**config.mk**
```make
export PLATFORM = sky130hd
export DESIGN_NAME = dac_sched_flat
export DESIGN_NICKNAME = d
export VERILOG_FILES = /design/src/rtl/dac_sched_if.sv /design/src/rtl/dac_sched.sv /design/src/flat_wrapper.sv
export SDC_FILE = /design/constraint.sdc
export NUM_CORES = 1
export LEC_CHECK = 0
export ABC_AREA = 0
export ABC_CLOCK_PERIOD_IN_PS = 2300
export CAP_MARGIN = 25
export CORE_MARGIN = 4
export CORE_UTILIZATION = 53
export CTS_CLUSTER_SIZE = 12
export DETAILED_ROUTE_END_ITERATION = 12
export PLACE_DENSITY = 0.84
export REMOVE_ABC_BUFFERS = 1
export SETUP_SLACK_MARGIN = 0.05
export SKIP_CTS_REPAIR_TIMING = 1
export SLEW_MARGIN = 20
export SYNTH_ARGS = -nofsm -noshare
export SYNTH_HDL_FRONTEND = slang
export SYNTH_SLANG_ARGS = --single-unit
```
**constraint.sdc**
```tcl
create_clock -name CLK50MHZ -period 2.3 [get_ports CLK50MHZ]
set_clock_uncertainty 0.15 [all_clocks]
set_input_delay 0.23 -clock CLK50MHZ [delete_from_list [all_inputs] [get_ports CLK50MHZ]]
set_output_delay 0.23 -clock CLK50MHZ [all_outputs]
set_load 0.01 [all_outputs]
```
**src/rtl/dac_sched_if.sv**
```systemverilog
// dac_sched_if: bundles the requester write port, the dacsend handshake and the
// status outputs of dac_sched.
//   master : environment side (requester + dacsend), drives writes and handshake replies.
//   slave  : dac_sched side, drives the DAC word, trigger and status.
// Signals:
//   wr_en/wr_ch/wr_data       setpoint write strobe, channel, value
//   data/address/command      word presented to dacsend
//   dactrigsync               transfer request to dacsend
//   dactrigsyncack            dacsend acknowledge (already synchronised)
//   dacdonesync               dacsend completion pulse (already synchronised)
//   pending/busy/err          per-channel dirty flags, FSM busy, sticky timeout flag
interface dac_sched_if;
    logic        wr_en;
    logic [1:0]  wr_ch;
    logic [11:0] wr_data;
    logic [11:0] data;
    logic [3:0]  address;
    logic [3:0]  command;
    logic        dactrigsync;
    logic        dactrigsyncack;
    logic        dacdonesync;
    logic [3:0]  pending;
    logic        busy;
    logic        err;

    modport master (
        output wr_en, wr_ch, wr_data, dactrigsyncack, dacdonesync,
        input  data, address, command, dactrigsync, pending, busy, err
    );

    modport slave (
        input  wr_en, wr_ch, wr_data, dactrigsyncack, dacdonesync,
        output data, address, command, dactrigsync, pending, busy, err
    );
endinterface

```
**src/rtl/dac_sched.sv**
```systemverilog
// dac_sched: four-channel DAC setpoint scheduler. Holds one 12-bit setpoint per channel,
// marks written channels pending, and dispatches them one at a time to dacsend through a
// trigger/acknowledge/done handshake, picking channels round-robin after the last one sent.
// Optional feature macro: DAC_SCHED_TIMEOUT_EN adds a per-phase timeout (parameter TIMEOUT)
// that aborts a stuck handshake, sets the sticky err flag and re-queues the channel.
// Ports:
//   CLK50MHZ  sole clock, rising edge
//   RST       synchronous active-high reset
//   bus_io    dac_sched_if.slave: write port, dacsend handshake, pending/busy/err status
module dac_sched #(
`ifdef DAC_SCHED_TIMEOUT_EN
    parameter int unsigned TIMEOUT = 1024,
`endif
    parameter logic [3:0]  CMD     = 4'b0011
) (
    input logic        CLK50MHZ,
    input logic        RST,
    dac_sched_if.slave bus_io
);

    typedef enum logic [1:0] {StIdle, StTrig, StWaitDone} state_e;

    state_e      state_q, state_d;
    logic [11:0] setpoint_q [4];
    logic [11:0] setpoint_d [4];
    logic [3:0]  pending_q, pending_d;
    logic [11:0] data_q, data_d;
    logic [3:0]  addr_q, addr_d;
    logic        trig_q, trig_d;
    logic [1:0]  cur_q, cur_d;
    logic [1:0]  last_q, last_d;

    logic        sel_found;
    logic [1:0]  sel_ch;
    logic [1:0]  cand;
    logic [3:0]  clr_pend;
    logic [3:0]  set_pend;
    logic [3:0]  wr_mask;

`ifdef DAC_SCHED_TIMEOUT_EN
    localparam int unsigned CntW = (TIMEOUT > 1) ? $clog2(TIMEOUT + 1) : 1;
    logic [CntW-1:0] cnt_q, cnt_d;
    logic            err_q, err_d;
    logic            expired;
    assign expired = (cnt_q == CntW'(TIMEOUT - 1));
`endif

    // Round-robin pick: first pending channel starting at last_sent + 1.
    always_comb begin
        sel_found = 1'b0;
        sel_ch    = '0;
        cand      = '0;
        for (int i = 0; i < 4; i++) begin
            cand = last_q + 2'(i + 1);
            if (!sel_found && pending_q[cand]) begin
                sel_found = 1'b1;
                sel_ch    = cand;
            end
        end
    end

    assign wr_mask = bus_io.wr_en ? (4'b0001 << bus_io.wr_ch) : 4'b0000;

    always_comb begin
        for (int i = 0; i < 4; i++) begin
            setpoint_d[i] = setpoint_q[i];
        end
        if (bus_io.wr_en) begin
            setpoint_d[bus_io.wr_ch] = bus_io.wr_data;
        end
    end

    always_comb begin
        state_d  = state_q;
        data_d   = data_q;
        addr_d   = addr_q;
        trig_d   = trig_q;
        cur_d    = cur_q;
        last_d   = last_q;
        clr_pend = '0;
        set_pend = '0;
`ifdef DAC_SCHED_TIMEOUT_EN
        cnt_d    = cnt_q;
        err_d    = err_q;
`endif
        unique case (state_q)
            StIdle: begin
                if (sel_found) begin
                    data_d           = setpoint_q[sel_ch];
                    addr_d           = {2'b00, sel_ch};
                    cur_d            = sel_ch;
                    clr_pend[sel_ch] = 1'b1;
                    trig_d           = 1'b1;
                    state_d          = StTrig;
`ifdef DAC_SCHED_TIMEOUT_EN
                    cnt_d            = '0;
`endif
                end
            end
            StTrig: begin
                if (bus_io.dactrigsyncack) begin
                    trig_d  = 1'b0;
                    state_d = StWaitDone;
`ifdef DAC_SCHED_TIMEOUT_EN
                    cnt_d   = '0;
                end else if (expired) begin
                    trig_d          = 1'b0;
                    err_d           = 1'b1;
                    set_pend[cur_q] = 1'b1;
                    state_d         = StIdle;
                end else begin
                    cnt_d = cnt_q + 1'b1;
`endif
                end
            end
            StWaitDone: begin
                if (bus_io.dacdonesync) begin
                    last_d  = cur_q;
                    state_d = StIdle;
`ifdef DAC_SCHED_TIMEOUT_EN
                end else if (expired) begin
                    err_d           = 1'b1;
                    set_pend[cur_q] = 1'b1;
                    state_d         = StIdle;
                end else begin
                    cnt_d = cnt_q + 1'b1;
`endif
                end
            end
            default: state_d = StIdle;
        endcase
    end

    // A write landing on the dispatch edge wins over the clear, so the channel is resent.
    assign pending_d = (pending_q & ~clr_pend) | set_pend | wr_mask;

    always_ff @(posedge CLK50MHZ) begin
        if (RST) begin
            state_q   <= StIdle;
            for (int i = 0; i < 4; i++) begin
                setpoint_q[i] <= '0;
            end
            pending_q <= '0;
            data_q    <= '0;
            addr_q    <= '0;
            trig_q    <= 1'b0;
            cur_q     <= '0;
            last_q    <= 2'd3;
`ifdef DAC_SCHED_TIMEOUT_EN
            cnt_q     <= '0;
            err_q     <= 1'b0;
`endif
        end else begin
            state_q   <= state_d;
            for (int i = 0; i < 4; i++) begin
                setpoint_q[i] <= setpoint_d[i];
            end
            pending_q <= pending_d;
            data_q    <= data_d;
            addr_q    <= addr_d;
            trig_q    <= trig_d;
            cur_q     <= cur_d;
            last_q    <= last_d;
`ifdef DAC_SCHED_TIMEOUT_EN
            cnt_q     <= cnt_d;
            err_q     <= err_d;
`endif
        end
    end

    assign bus_io.data        = data_q;
    assign bus_io.address     = addr_q;
    assign bus_io.command     = CMD;
    assign bus_io.dactrigsync = trig_q;
    assign bus_io.pending     = pending_q;
    assign bus_io.busy        = (state_q != StIdle);
`ifdef DAC_SCHED_TIMEOUT_EN
    assign bus_io.err         = err_q;
`else
    assign bus_io.err         = 1'b0;
`endif

endmodule

```
**src/flat_wrapper.sv**
```systemverilog
// flat-port wrapper written by rule: the top's interface ports become plain ports
module dac_sched_flat 
#(

    parameter logic [3:0]  CMD     = 4'b0011
)
  (CLK50MHZ, RST, bus_io_wr_en, bus_io_wr_ch, bus_io_wr_data, bus_io_dactrigsyncack, bus_io_dacdonesync, bus_io_data, bus_io_address, bus_io_command, bus_io_dactrigsync, bus_io_pending, bus_io_busy, bus_io_err);
  dac_sched_if bus_io_i ();
  input logic CLK50MHZ;
  input logic RST;
  input wire logic [$bits(bus_io_i.wr_en)-1:0] bus_io_wr_en;
  input wire logic [$bits(bus_io_i.wr_ch)-1:0] bus_io_wr_ch;
  input wire logic [$bits(bus_io_i.wr_data)-1:0] bus_io_wr_data;
  input wire logic [$bits(bus_io_i.dactrigsyncack)-1:0] bus_io_dactrigsyncack;
  input wire logic [$bits(bus_io_i.dacdonesync)-1:0] bus_io_dacdonesync;
  output wire logic [$bits(bus_io_i.data)-1:0] bus_io_data;
  output wire logic [$bits(bus_io_i.address)-1:0] bus_io_address;
  output wire logic [$bits(bus_io_i.command)-1:0] bus_io_command;
  output wire logic [$bits(bus_io_i.dactrigsync)-1:0] bus_io_dactrigsync;
  output wire logic [$bits(bus_io_i.pending)-1:0] bus_io_pending;
  output wire logic [$bits(bus_io_i.busy)-1:0] bus_io_busy;
  output wire logic [$bits(bus_io_i.err)-1:0] bus_io_err;
  assign bus_io_i.wr_en = bus_io_wr_en;
  assign bus_io_i.wr_ch = bus_io_wr_ch;
  assign bus_io_i.wr_data = bus_io_wr_data;
  assign bus_io_i.dactrigsyncack = bus_io_dactrigsyncack;
  assign bus_io_i.dacdonesync = bus_io_dacdonesync;
  assign bus_io_data = bus_io_i.data;
  assign bus_io_address = bus_io_i.address;
  assign bus_io_command = bus_io_i.command;
  assign bus_io_dactrigsync = bus_io_i.dactrigsync;
  assign bus_io_pending = bus_io_i.pending;
  assign bus_io_busy = bus_io_i.busy;
  assign bus_io_err = bus_io_i.err;
  dac_sched #(.CMD(CMD)) u_core (.CLK50MHZ(CLK50MHZ), .RST(RST), .bus_io(bus_io_i));
endmodule
```
# [Word-level counts from Yosys, hierarchy flattened]
# Memory sizes are Yosys's and may differ from the RTL's. A register that Yosys moved wholly into a read port is not among the register bits.
# Index checks and enable logic that the tools add are counted.
[word_totals] reg_bits=11 ramBits=48 wordCells=85 n_memories=1
[classes] addsub=3 n_lt_le_gt_ge=8 eq_ne=5 shift=1 n_mux=39 bitwise=8 reduce_logical=15
[mem_list] memory="u_core.setpoint_q" words=4 word_bits=12 read_ports=5 rd_clocked_by_memory_dff=1 wr=4 line_no="dac_sched.sv:24" source="logic [11:0] setpoint_q [4];"
[ops] operator="$mux W12" count=5
[ops] operator="$bwmux W48" count=1
[ops] operator="$mux W48" count=1
[ops] operator="$demux W12 S2" count=1
[ops] operator="$lt A2 B3 Y1 const B" count=5
[ops] operator="$mux W1" count=14
[ops] operator="$mux W2" count=7
[ops] operator="$mux W4" count=3
[ops] operator="$bmux W1 S2" count=4
[ops] operator="$pmux W2 S3" count=1
[ops] operator="$reduce_and A3 Y1" count=2
[ops] operator="$logic_and A1 B1 Y1" count=5
[ops] operator="$add A2 B2 Y2 const B" count=2
[ops] operator="$and A4 B4 Y4" count=1
[ops] operator="$ne A2 B2 Y1 const B" count=2
[ops] operator="$not A4 Y4" count=1
[ops] operator="$or A1 B1 Y1" count=4
[ops] operator="$or A4 B4 Y4" count=1
[ops] operator="$reduce_and A2 Y1" count=2
[ops] operator="$reduce_bool A2 Y1" count=2
[ops] operator="$shl A1 B2 Y4 const A" count=1
[ops] operator="$ge A3 B3 Y1 const B" count=1
[ops] operator="$logic_not A1 Y1" count=3
[ops] operator="$lt A3 B1 Y1 const B" count=1
[ops] operator="9 further kinds" count=9

# [Longest topological paths before layout]
# Gate-level depths: netlist (run 1).
[depth] word_depth=22 ltp_mapped=7

# [Worst setup path after synthesis (run 1)]
# Ideal clock, no wire load.
[synth_path] path_type="reg2reg" startpoint="register u_core.pending_q[3] (netlist: u_core.bus_io.pending[3])" endpoint="register u_core.data_q[1] (netlist: u_core.bus_io.data[1]), read port of u_core.setpoint_q" setup_time_ns=0.125 arrival_time_ns=1.491 required_ns=2.025 slack_ns=0.533 stages_incl_launch_ff=8 synth_period_minus_slack_ns=1.767 cell_sequence="dfxtp_1 > nand2b_1 > a21o_1 > and3_1 > buf_2 > buf_2 > a211oi_1 > a211oi_1"
[synth_via] elab_chain_cells=13 word_cells_on_any_way=23 cone_classes="mux: 16; reduce/logical: 7"
[synth_lines] element="start, declared" line_no="dac_sched.sv:26" source="logic [3:0] pending_q, pending_d;"
[synth_lines] element="start signal, assigned" line_no="dac_sched.sv:158" source="pending_q <= pending_d;"
[synth_lines] element="$bmux W1 S2" line_no="dac_sched.sv:55" source="if (!sel_found && pending_q[cand]) begin"
[synth_lines] element="$mux W1 (not written as such)" line_no="dac_sched.sv:55"
[synth_lines] element="$mux W1" line_no="dac_sched.sv:55"
[synth_lines] element="$logic_not A1 Y1" line_no="dac_sched.sv:55"
[synth_lines] element="$logic_and A1 B1 Y1" line_no="dac_sched.sv:55"
[synth_lines] element="$mux W1" line_no="dac_sched.sv:55"
[synth_lines] element="$logic_not A1 Y1" line_no="dac_sched.sv:55"
[synth_lines] element="$logic_and A1 B1 Y1" line_no="dac_sched.sv:55"
[synth_lines] element="$mux W1" line_no="dac_sched.sv:55"
[synth_lines] element="$logic_not A1 Y1" line_no="dac_sched.sv:55"
[synth_lines] element="$logic_and A1 B1 Y1" line_no="dac_sched.sv:55"
[synth_lines] element="$mux W1" line_no="dac_sched.sv:55"
[synth_lines] element="$reduce_and A2 Y1 (no line)"
[synth_lines] element="end, declared" line_no="dac_sched.sv:27" source="logic [11:0] data_q, data_d;"
# Parallel ways exist; a longest one is shown, timed or not. The select of a mux whose other input is x is not followed.
# A chain may end at the register's enable or synchronous reset.

# [Worst setup path in the final report (run 1)]
[layout_path] startpoint="register u_core.state_q[1]" endpoint="register u_core.data_q[5] (netlist: u_core.bus_io.data[5]), read port of u_core.setpoint_q"
[layout_via] elab_chain_cells=2
[layout_lines] element="start, declared" line_no="dac_sched.sv:23" source="state_e state_q, state_d;"
[layout_lines] element="start signal, assigned" line_no="dac_sched.sv:139" source="state_q <= StIdle;"
[layout_lines] element="start signal, assigned" line_no="dac_sched.sv:154" source="state_q <= state_d;"
[layout_lines] element="$logic_not A2 Y1" line_no="dac_sched.sv:86" source="unique case (state_q)"
[layout_lines] element="$reduce_and A2 Y1 (no line)"
# Every way passes these cells.

==> results.py, run 1 <==
metrics = {
    "floorplanning": {
        "start_util_pct": 55.2,
        "dieArea_um2": 7050,
        "die_h_um": 84.0,
        "io_pins": 46,
        "coreArea_um2": 5540,
        "rows": 27,
        "die_w_um": 84.0,
    },
    "synthesis": {
        "yosysWarnings": 0,
        "yosysTopAreaCell": "dfxtp_1",
        "synth-seq-cells": 71,
        "syn_area_per_cell_um2": 8.08,
        "netlist_top_cells_area": "dfxtp_1 46%, nand2_1 12%, a21oi_1 9.0%",
        "ys_top_cells_by_count": "98 x nand2_1, 71 x dfxtp_1, 55 x a21oi_1, 25 x a211oi_1, 17 x clkbuf_1",
        "ys_seq_area_share_pct": 46.4,
        "yosysTopAreaCellShare_pct": 46.4,
        "ys_types": 36,
        "synth_area_um2": 3060,
        "synth_edf_count": 0,
        "synthArstFlopShare_pct": 0,
        "dominantRegCellSynth": "dfxtp_1",
        "synth.most_common_cell": "nand2_1",
        "synthCells": 379,
    },
    "cts": {
        "htreeDepth": 3,
        "clk_pin_slew_ns": 0.07,
        "cts_sinks": 71,
        "cts_root_buffer": "clkbuf_8",
        "clockBufferDepth": 2,
        "clkLatencyLatePin_ns": 0.34,
        "cts_tree": "done",
        "cts_buffers": 9,
    },
    "setup_path": {
        "cp_slowest_cell": "nor2_2",
        "crit_path_end_kind": "flop",
        "path_cells": "or2_1 -> nor2_2 -> nand2_2 -> a211oi_1 -> a211oi_1",
        "cp.arrival_ns": 2.06,
        "critPathLaunchType": "flop",
        "cp_common_cell": "a211oi_1",
        "crit_buf_inv": 0,
        "critPathMaxFanout": 14,
        "cp_data_required_time_ns": 2.37,
        "critPathTopFamily": "simple AND/OR/NAND/NOR gates",
        "crit_type": "flop to flop",
        "cpPeakStageDelay_ns": 0.37,
    },
    "routing": {
        "drt_pass1_iterations": 4,
        "wl_per_cell_um": 15.4,
        "drc": 0,
        "ant_nets": 0,
        "drt_iter0_drc": 187,
        "via_per_inst": 5.58,
        "routed_wl_mm": 7.61,
        "via_count": 2762,
    },
    "global_route": {
        "grt_pass1_vias": 2643,
        "grt_max_degree": 43,
        "grt_pass1_wl_mm": 12.5,
        "met2_usage_pct": 37.8,
        "grtUsageMet1_pct": 26.9,
        "use_met3_pct": 6.02,
        "antenna_found_initial": 0,
        "grt_usage_pct": 22.0,
        "grt_busiest_layer": "met2",
        "overflow": 0,
    },
    "sta": {
        "worstMarginPinSlew_ns": 0.776,
        "holdWs_ns": 0.304,
        "rsz0062_at_grt": "false",
        "min_period_ns": 1.99,
        "fin_crit_sh_pct": 86.3,
        "maxSlewViolCount": 0,
        "fin_tns_setup_ns": 0,
        "hold_violations": 0,
        "setup_viol": 0,
        "slew_headroom_pct": 48.3,
        "fmax_mhz": 504,
    },
    "cells_and_area": {
        "final_core_util_pct": 67.2,
        "antennaDiodeCount": 0,
        "n_fill_cell": 480,
        "layout-drive-gt1-share_pct": 9.46,
        "areaGrowthSynthToFinish_pct": 21.6,
        "nNetsFinal": 437,
    },
    "power_and_ir_drop": {
        "p_comb_share_pct": 17.6,
        "leakage_uw": 0.00134,
        "clkPwrFrac_pct": 35.4,
        "pwr-share-seq_pct": 47.1,
        "sw_frac_of_total_pct": 26.3,
        "switching_power_uw": 761,
        "internal_power_uw": 2130,
        "p_per_area_nw_per_um2": 777,
        "ir_drop_mv": 0.607,
    },
    "hold_path": {
        "min_path_type": "flop to flop",
    },
    "placed_design": {
        "port_buffers": 38,
        "dpl.hpwl_mm": 5.00,
        "place_congestion": 0.792,
    },
    "run": {
        "cap_violations": 0,
    },
    "status": {
        "status": "finished clean",
    },
}
cells in the final DEF, fill, tap and decap left out, drive strengths merged, types with 3 or more instances in the layout:
| cell type | netlist | final |
|---|---|---|
| a211oi | 25 | 25 |
| a21oi | 55 | 55 |
| a31oi | 12 | 12 |
| buf | 15 | 18 |
| clkbuf | 17 | 13 |
| clkdlybuf4s50 | 0 | 37 |
| conb | 2 | 7 |
| dfxtp | 71 | 71 |
| inv | 13 | 13 |
| mux2i | 14 | 14 |
| nand2 | 99 | 99 |
| nand2b | 7 | 7 |
| nor2 | 9 | 9 |
| o21ai | 7 | 7 |
| o21bai | 13 | 13 |
| or2 | 3 | 3 |
routing by layer:
layer | part of all wire [%] | routed length [um]
met4 | 1.3 | 102
met3 | 6.0 | 455
met2 | 49 | 3760
met5 | 0 | 0
met1 | 43 | 3290
path summary, 6_finish.rpt:
| path | startpoint | endpoint | slack [ns] | cells after the start |
|---|---|---|---|---|
| max | u_core.state_q[1]$_SDFFE_PP0P_ | u_core.bus_io.data[5]$_SDFFE_PP0P_ | 0.31 | 5 |
| min | u_core.setpoint_q[1][6]$_SDFFE_PP0P_ | u_core.setpoint_q[1][6]$_SDFFE_PP0P_ | 0.30 | 2 |
| max reg2reg | u_core.state_q[1]$_SDFFE_PP0P_ | u_core.bus_io.data[5]$_SDFFE_PP0P_ | 0.31 | 5 |
| min reg2reg | u_core.setpoint_q[1][6]$_SDFFE_PP0P_ | u_core.setpoint_q[1][6]$_SDFFE_PP0P_ | 0.30 | 2 |
registers in the layout, summed over array words and instances (netlist names):
name / flops
u_core.setpoint_q: 48
u_core.bus_io.data: 12
u_core.bus_io.pending: 4
u_core.cur_q: 2
u_core.last_q: 2
u_core.state_q: 2
u_core.bus_io.dactrigsync: 1
worst reg2reg max path, stage by stage (launching register included):
cell and delay [ns]:
dfxtp_1 0.36, or2_1 0.32, nor2_2 0.38, nand2_2 0.28, a211oi_1 0.31, a211oi_1 0.08
power by group through the flow:
stage | Sequential, uW | Clock [uW] | Combinational, uW
after floorplan | 1400 | 0 | 229
after global placement | 1380 | 0 | 491
after detailed placement | 1390 | 0 | 505
after CTS | 1360 | 1040 | 509
after global routing | 1370 | 1090 | 552
final | 1360 | 1020 | 508
area by class of cell:
cell class | instances | area, um^2 | share of cell area, %
timing repair buffer | 55 | 503 | 13.5
tap | 72 | 90.1 | 2.42
clock inverter | 3 | 40.0 | 1.08
multi-input combinational | 268 | 1450 | 39.0
sequential | 71 | 1420 | 38.2
inverter | 13 | 48.8 | 1.31
clock buffer | 13 | 169 | 4.54
logic make-up (layout without fill, tap and decap cells):
group           count (synthesis)  after routing  synth area share, %
compound gates                116            116                 23.1
other cells                     2              7                0.245
flops                          71             71                 46.4
buf+inv                        45             84                 6.79
mux                            14             14                 4.58
simple gates                  131            131                 18.8
per-stage QoR:
step	worst slack, ns	area (um^2)	cells	total power [uW]
floorplan	0.241	2920	352	1630
global placement	0.393	3510	479	1880
detailed placement	0.362	3510	479	1890
CTS	0.313	3720	495	2900
global route	0.167	3720	495	3010
finish	0.314	3720	495	2890
Note: power is estimated with default switching activity, not from simulation.
==> run 2: changes to the inputs <==
--- a/config.mk
+++ b/config.mk
@@ -5,7 +5,6 @@
 export SDC_FILE = /design/constraint.sdc
 export NUM_CORES = 1
 export LEC_CHECK = 0
-export ABC_AREA = 0
 export ABC_CLOCK_PERIOD_IN_PS = 2300
 export CAP_MARGIN = 25
 export CORE_MARGIN = 4
==> constraint.sdc (replaced) <==
create_clock -name CLK50MHZ -period 2.3 [get_ports CLK50MHZ]
set_clock_uncertainty 0.15 [all_clocks]
set_input_delay 0.23 -clock CLK50MHZ [delete_from_list [all_inputs] [get_ports CLK50MHZ]]
set_output_delay 0.23 -clock CLK50MHZ [all_outputs]
set_load 0.005 [all_outputs]
==> results of run 2 <==
The final DEF is identical to that of run 1. Status: finished clean.
Among the figures that moved: total power 2890 uW -> 2870 uW; worst IR drop on VDD 0.607 mV -> 0.606 mV
==> run 3: changes to the inputs <==
--- a/config.mk
+++ b/config.mk
@@ -7,6 +7,7 @@
 export LEC_CHECK = 0
 export ABC_CLOCK_PERIOD_IN_PS = 2300
 export CAP_MARGIN = 25
+export CORE_ASPECT_RATIO = 1.25
 export CORE_MARGIN = 4
 export CORE_UTILIZATION = 53
 export CTS_CLUSTER_SIZE = 12
==> results.py, run 3 (synthesis gave the netlist of run 1 again) <==
metrics = {
    "global_route": {
        "antenna_found_initial": 0,
        "grt_pass1_wl_mm": 12.0,
        "grt_max_degree": 54,
        "grt_usage_pct": 21.1,
        "overflow": 0,
        "grt_pass1_vias": 2565,
    },
    "sta": {
        "worstMarginPinSlew_ns": 0.898,
        "hold_violations": 0,
        "fin_crit_sh_pct": 82.7,
        "setup_viol": 0,
        "fmax_mhz": 526,
        "maxSlewViolCount": 0,
        "fin_tns_setup_ns": 0,
        "min_period_ns": 1.90,
        "fin_ws_ns": 0.398,
        "slew_headroom_pct": 40.1,
        "holdWs_ns": 0.306,
        "rsz0062_at_grt": "false",
    },
    "cells_and_area": {
        "antennaDiodeCount": 0,
        "regMostFlops": "u_core.setpoint_q",
        "multi_input_area_um2": 1450,
        "n_fill_cell": 473,
        "layout-drive-gt1-share_pct": 8.79,
        "areaGrowthSynthToFinish_pct": 20.2,
        "mostFrequentLayoutCells": "98 x nand2_1, 71 x dfxtp_1, 55 x a21oi_1, 37 x clkdlybuf4s50_1, 25 x a211oi_1",
        "seqCellArea_um2": 1420,
        "largest_reg_flops": 48,
        "instances_no_fill": 485,
        "nNetsFinal": 435,
        "mostFrequentLayoutCell": "nand2_1",
        "final_area_um2": 3680,
    },
    "cts": {
        "htreeDepth": 3,
        "cts_sinks": 71,
        "cts_root_buffer": "clkbuf_8",
        "cts_tree": "done",
        "clkLatencyLatePin_ns": 0.34,
        "clockBufferDepth": 2,
        "clk_pin_slew_ns": 0.07,
        "cts_buffers": 9,
    },
    "run": {
        "cap_violations": 0,
    },
    "floorplanning": {
        "io_pins": 46,
        "rows": 30,
        "start_util_pct": 55.5,
        "die_h_um": 93.0,
        "dieArea_um2": 7060,
        "coreArea_um2": 5520,
        "die_w_um": 76.0,
    },
    "power_and_ir_drop": {
        "ir_drop_mv": 0.439,
        "leakage_uw": 0.00132,
        "p_per_area_nw_per_um2": 763,
    },
    "routing": {
        "ant_nets": 0,
        "via_per_inst": 5.62,
        "drt_pass1_iterations": 4,
        "wl_per_cell_um": 14.7,
        "drt_iter0_drc": 196,
        "routed_wl_mm": 7.11,
        "drc": 0,
        "via_count": 2725,
    },
    "placed_design": {
        "place_congestion": 0.836,
        "dp_cells": 469,
        "dpl_cell_area_um2": 3490,
        "place_ws_ns": 0.364,
        "dpl.hpwl_mm": 4.77,
        "port_buffers": 38,
    },
    "hold_path": {
        "min_path_type": "flop to flop",
    },
    "setup_path": {
        "crit_type": "flop to flop",
        "cp_data_required_time_ns": 2.41,
        "cp_common_cell": "buf_4",
        "critPathLaunchType": "flop",
        "cpPeakStageDelay_ns": 0.42,
        "cp_slowest_cell": "dfxtp_1",
        "critPathMaxFanout": 8,
        "cp.arrival_ns": 2.01,
        "path_cells": "nand2b_1 -> a21o_1 -> buf_4 -> nand3_2 -> buf_4 -> mux2i_1 -> a211oi_1",
        "crit_path_end_kind": "flop",
        "rrSetupSlack_ns": 0.40,
    },
    "status": {
        "status": "finished clean",
    },
}
==> run 3: stage by stage <==
step           total power (uW)  utilization, %
2_1_floorplan              1610               -
3_3_place_gp               1850            63.2
3_5_place_dp               1860            63.2
4_1_cts                    2820            66.7
5_1_grt                    2940            66.7
6_report                   2800            66.7
==> run 3: power breakdown <==
| part | leakage, uW | switching [uW] | internal (uW) |
|---|---|---|---|
| clock network | 0.000100 | 443 | 526 |
| registers | 0.000579 | 50.9 | 1310 |
| logic | 0.000641 | 244 | 234 |
| total | 0.00132 | 737 | 2070 |
==> run 3: path summary, 6_finish.rpt <==
kind | to | start | depth (start not counted)
worst min-delay path | u_core.setpoint_q[1][3]$_SDFFE_PP0P_ | u_core.setpoint_q[1][3]$_SDFFE_PP0P_ | 2
worst max-delay path | u_core.bus_io.data[2]$_SDFFE_PP0P_ | u_core.bus_io.pending[2]$_SDFF_PP0_ | 7
worst min register to register | u_core.setpoint_q[1][3]$_SDFFE_PP0P_ | u_core.setpoint_q[1][3]$_SDFFE_PP0P_ | 2
worst max register to register | u_core.bus_io.data[2]$_SDFFE_PP0P_ | u_core.bus_io.pending[2]$_SDFF_PP0_ | 7
==> run 3: critical path: cells and delay by family, from the launching register on <==
| kind | cells | cell delay, ns |
|---|---|---|
| multiplexers | 1 | 0.13 |
| AND/OR/NAND/NOR | 2 | 0.22 |
| buffers and inverters | 2 | 0.40 |
| flip-flops | 1 | 0.42 |
| AO/OA/AOI/OAI | 2 | 0.49 |
==> run 3: final cells by class <==
type	count	area share, %
Multi-Input combinational cell	268	39.4
Timing Repair Buffer	53	13.3
Sequential cell	71	38.6
Tap cell	64	2.18
Clock inverter	4	1.22
Inverter	13	1.33
Clock buffer	12	3.95
==> run 3: per-layer routing <==
metal / wire length, um / GRT usage [%] / part of all wire, %
met3: 468 / 4.18 / 6.6
met4: 163 / 12.9 / 2.3
met1: 2880 / 25.8 / 41
met2: 3600 / 34.0 / 51
met5: 0 / 0 / 0
